## src/rtl/regfile_mp.sv

```systemverilog
// rtl/regfile_mp.sv - multi-read-port register file with post-reset clearing sweep and busy scoreboard
module regfile_mp #(
    parameter int XLEN   = 32,
    parameter int NREGS  = 32,
    parameter int NRD    = 2,
    parameter int BYPASS = 1,
    localparam int AW    = $clog2(NREGS)
) (
    input  logic                clk,
    input  logic                rst,
    output logic                init_done,
    input  logic                we,
    input  logic [AW-1:0]       waddr,
    input  logic [XLEN-1:0]     wdata,
    input  logic                rsv_valid,
    input  logic [AW-1:0]       rsv_addr,
    input  logic [NRD*AW-1:0]   raddr,
    output logic [NRD*XLEN-1:0] rdata,
    output logic [NRD-1:0]      rbusy
);

    typedef enum logic {INIT, RUN} state_t;

    localparam logic [AW-1:0] LAST = AW'(NREGS - 1);

    state_t          state, state_next;
    logic [AW-1:0]   cnt, cnt_next;
    logic [XLEN-1:0] regs [NREGS];
    logic [NREGS-1:0] busy;
    logic            run;
    logic            wr_en;
    logic            rsv_en;

    assign run       = (state == RUN);
    assign init_done = run;
    assign wr_en     = run && we && (waddr != '0);
    assign rsv_en    = run && rsv_valid && (rsv_addr != '0);

    always_ff @(posedge clk or negedge rst) begin
        if (!rst) begin
            state <= INIT;
            cnt   <= '0;
        end else begin
            state <= state_next;
            cnt   <= cnt_next;
        end
    end

    always_comb begin
        state_next = state;
        cnt_next   = cnt;
        if (state == INIT) begin
            cnt_next = cnt + 1'b1;
            if (cnt == LAST)
                state_next = RUN;
        end
    end

    // Storage is deliberately not reset; the sweep clears it after reset release.
    always_ff @(posedge clk) begin
        if (state == INIT)
            regs[cnt] <= '0;
        else if (wr_en)
            regs[waddr] <= wdata;
    end

    // Reservation is applied after the write-clear so that it wins on a collision.
    always_ff @(posedge clk or negedge rst) begin
        if (!rst) begin
            busy <= '0;
        end else begin
            if (wr_en)
                busy[waddr] <= 1'b0;
            if (rsv_en)
                busy[rsv_addr] <= 1'b1;
        end
    end

    for (genvar i = 0; i < NRD; i++) begin : g_rd
        logic [AW-1:0] ra;
        logic          hit;

        assign ra  = raddr[i*AW +: AW];
        assign hit = (BYPASS != 0) && we && (waddr == ra);

        assign rdata[i*XLEN +: XLEN] = (!run || ra == '0) ? '0 :
                                       hit                ? wdata : regs[ra];
        assign rbusy[i] = run && (ra != '0) && !hit && busy[ra];
    end

endmodule

```

## config.mk

```make
export PLATFORM = sky130hd
export DESIGN_NAME = regfile_mp
export DESIGN_NICKNAME = d
export VERILOG_FILES = /design/src/rtl/regfile_mp.sv
export SDC_FILE = /design/constraint.sdc
export NUM_CORES = 1
export LEC_CHECK = 0
export BUFFER_PORTS_ARGS = -buffer_cell sky130_fd_sc_hd__clkbuf_2
export CAP_MARGIN = 40
export CORE_MARGIN = 5
export CORE_UTILIZATION = 50
export DETAILED_ROUTE_END_ITERATION = 6
export PLACE_DENSITY = 0.66
export SYNTH_ARGS = -nofsm -noshare
export SYNTH_HDL_FRONTEND = slang
export SYNTH_SLANG_ARGS = --single-unit
```

## constraint.sdc

```tcl
create_clock -name clk -period 5.16 [get_ports clk]
set_input_delay 0.516 -clock clk [delete_from_list [all_inputs] [get_ports clk]]
set_output_delay 0.516 -clock clk [all_outputs]
set_load 0.05 [all_outputs]
```

==> results.cfg <==
[worst_setup_path]
slowest_delay_ns = 0.62
crit_chain = buf_4 -> buf_4 -> xor2_1 -> nor4_1 -> nand3_1 -> nor2_4 -> buf_12 -> a22o_1 -> clkbuf_2
slowest_stage = nor2_4
cp-end-kind = output pin
arrival_ns = 3.68
critical_path_class = in2out
crit_family = simple AND/OR/NAND/NOR gates
critPathLaunchType = primary input
critPathBufInv = 4
worstPathRequired_ns = 4.64
critPathMostFrequentCell = buf_4
crit_path_max_fanout = 21
reg2reg_slack_ns = 1.74

[drt]
vias = 32000
drt_pass1_iterations = 6
ant_nets = 0
drt_iter0_markers = 4461
routed_wl_um = 163000
drc = 0
wl_per_cell_um = 37.3
viasPerCell = 7.33

[cts]
clk_path_buf_depth = 3
cts_tree = built
clkTransAtPathRegs_ns = 0.06
cts_buffers = 109
root_buffer = clkbuf_16
clock_latency_ns = 0.72
cts.hold.buffers_added = 1
cts.repair.resized = 0
htree_levels = 3
cts.sinks = 1062
postCtsSetupBuffers = 0

[outcome]
status = completed

[timing]
slew_violations = 0
finalWorstPathRequiredPeriod_ns = 4.19
finalHoldViolations = 0
finClkSkew_ns = 0.0247
tns_ns = 0
setup_viol = 0
rsz0062_at_grt = no
finalCritPeriodShare_pct = 81.2
slew_headroom_pct = 33.3
fmax_mhz = 239
tightest_slew_ns = 1.00

[yosys]
yosysUniqueCellTypes = 63
yosys-top-cells-count = 1,024 x edfxtp_1, 404 x mux4_2, 256 x mux2i_1
yosysMostFrequentCell = edfxtp_1
synth_top_area_share_pct = 61.2
yosysWarnings = 0
ys.flop_type = edfxtp_1
avgSynthCellArea_um2 = 17.8
mappedNetlistArea_mm2 = 0.0503
synth_area_leader_cell = edfxtp_1
synth-seq-area-share_pct = 63.1
synth-edff-count = 1024
synth_fp_nets = 2884
synth_area_leaders = edfxtp_1 61%, mux4_2 18%, mux2i_1 5.1%, dfrtp_1 1.9%, a22o_1 1.1%
async_flop_share_pct = 3.58
synth-seq-cells = 1062
syn-instance-count = 2826

[hold_path]
hold_path.class = in2reg

[final_layout]
num-nets-final = 3033
area_growth_pct = 14.3
layout-drive-gt1-share_pct = 29.6

[floorplanning]
dieArea_mm2 = 0.107
core-area_mm2 = 0.100
rows = 116
initial_core_util_pct = 50.3
fp.dieH_um = 327
io_pins = 123
die_x_um = 327

[power_and_ir_drop]
p_leak_nw = 20.3
peakVddDrop_mv = 0.288
totalPowerFinal_mw = 20.0
power_density_mw_per_mm2 = 348

[global_route]
overflow = 0
grt_max_degree = 89
grt_pass1_vias = 32200
grt_pass1_wl_um = 232000
grt_usage_pct = 30.0
antenna_found_initial = 4

[job]
maxCapViolations = 0

[placed_design]
portBuffers = 122
gpl.final_weighted_congestion = 0.872
hpwl_um = 96200
==> metrics by stage <==
step | area (um^2) | instances | util, % | setup WS (ns) | hold slack, ns
floorplan | 50300 | 2826 | - | 0.689 | 0.220
global placement | 52900 | 4122 | 52.9 | 1.15 | 0.385
detailed placement | 53400 | 4148 | 53.4 | 1.03 | 0.393
CTS | 57300 | 4354 | 57.3 | 1.03 | 0.0788
global route | 57500 | 4368 | 57.5 | 0.916 | 0.118
finish | 57500 | 4370 | 57.5 | 0.969 | 0.119
==> logic make-up after synthesis <==
| logic type | synth area share [%] |
|---|---|
| flops | 63.1 |
| mux | 23.3 |
| compound gates | 8.11 |
| simple gates | 2.87 |
| buf+inv | 2.42 |
| xor+xnor | 0.226 |
| fa+ha+maj | 0.0498 |
==> final cells by class <==
cell class	instances	area (um^2)
Clock inverter	77	1050
Tap cell	1298	1620
Fill cell	7324	42500
Sequential cell	1062	31700
Multi-Input combinational cell	1519	17700
Timing Repair Buffer	277	2560
Clock buffer	128	2800
Inverter	6	22.5
Antenna cell	3	7.51
==> sequential cells by signal (all words and copies together), names as in the netlist <==
signal,flops
busy,32
regs,1024
cnt,5
init_done,1
==> per-layer routing <==
layer | wire length [um] | GRT usage (%)
met3 | 18700 | 6.21
met5 | 0 | 0
met2 | 77300 | 47.6
met1 | 58000 | 40.0
met4 | 9060 | 14.8
==> report_power, final <==
group          total [mW]  internal (mW)  switching, mW
Combinational        1.92          0.655           1.27
Clock                8.53           5.09           3.44
Sequential           9.54           9.51         0.0275
==> cells in the final DEF, fill, tap and decap left out, types with 30 or more instances in the layout <==
cell	count
edfxtp_1	1024
mux4_2	404
mux2i_1	256
clkbuf_2	114
clkbuf_16	109
buf_4	91
o21ai_0	90
a21oi_1	67
a22oi_1	66
a22o_1	63
a221oi_1	61
a211oi_1	56
nand2_1	48
nand3_1	43
nor2_1	40
dfrtp_1	38
o22ai_1	37
and2_1	35
nor2_4	33
o221ai_1	32
nor2b_1	32
a221o_1	30
==> final timing paths <==
kind / end / cells past startpoint / start
max: rdata[61] / 9 / raddr[7]
min: busy[19]$_DFF_PN0_ / 2 / rsv_addr[3]
max reg2reg: regs[1][19]$_DFFE_PP_ / 6 / init_done$_DFF_PN0_
min reg2reg: busy[0]$_DFF_PN0_ / 0 / busy[0]$_DFF_PN0_
max in group asynchronous: busy[3]$_DFF_PN0_ / 3 / rst
min in group asynchronous: busy[24]$_DFF_PN0_ / 2 / rst
No activity file was read; power rests on OpenSTA's default activity.
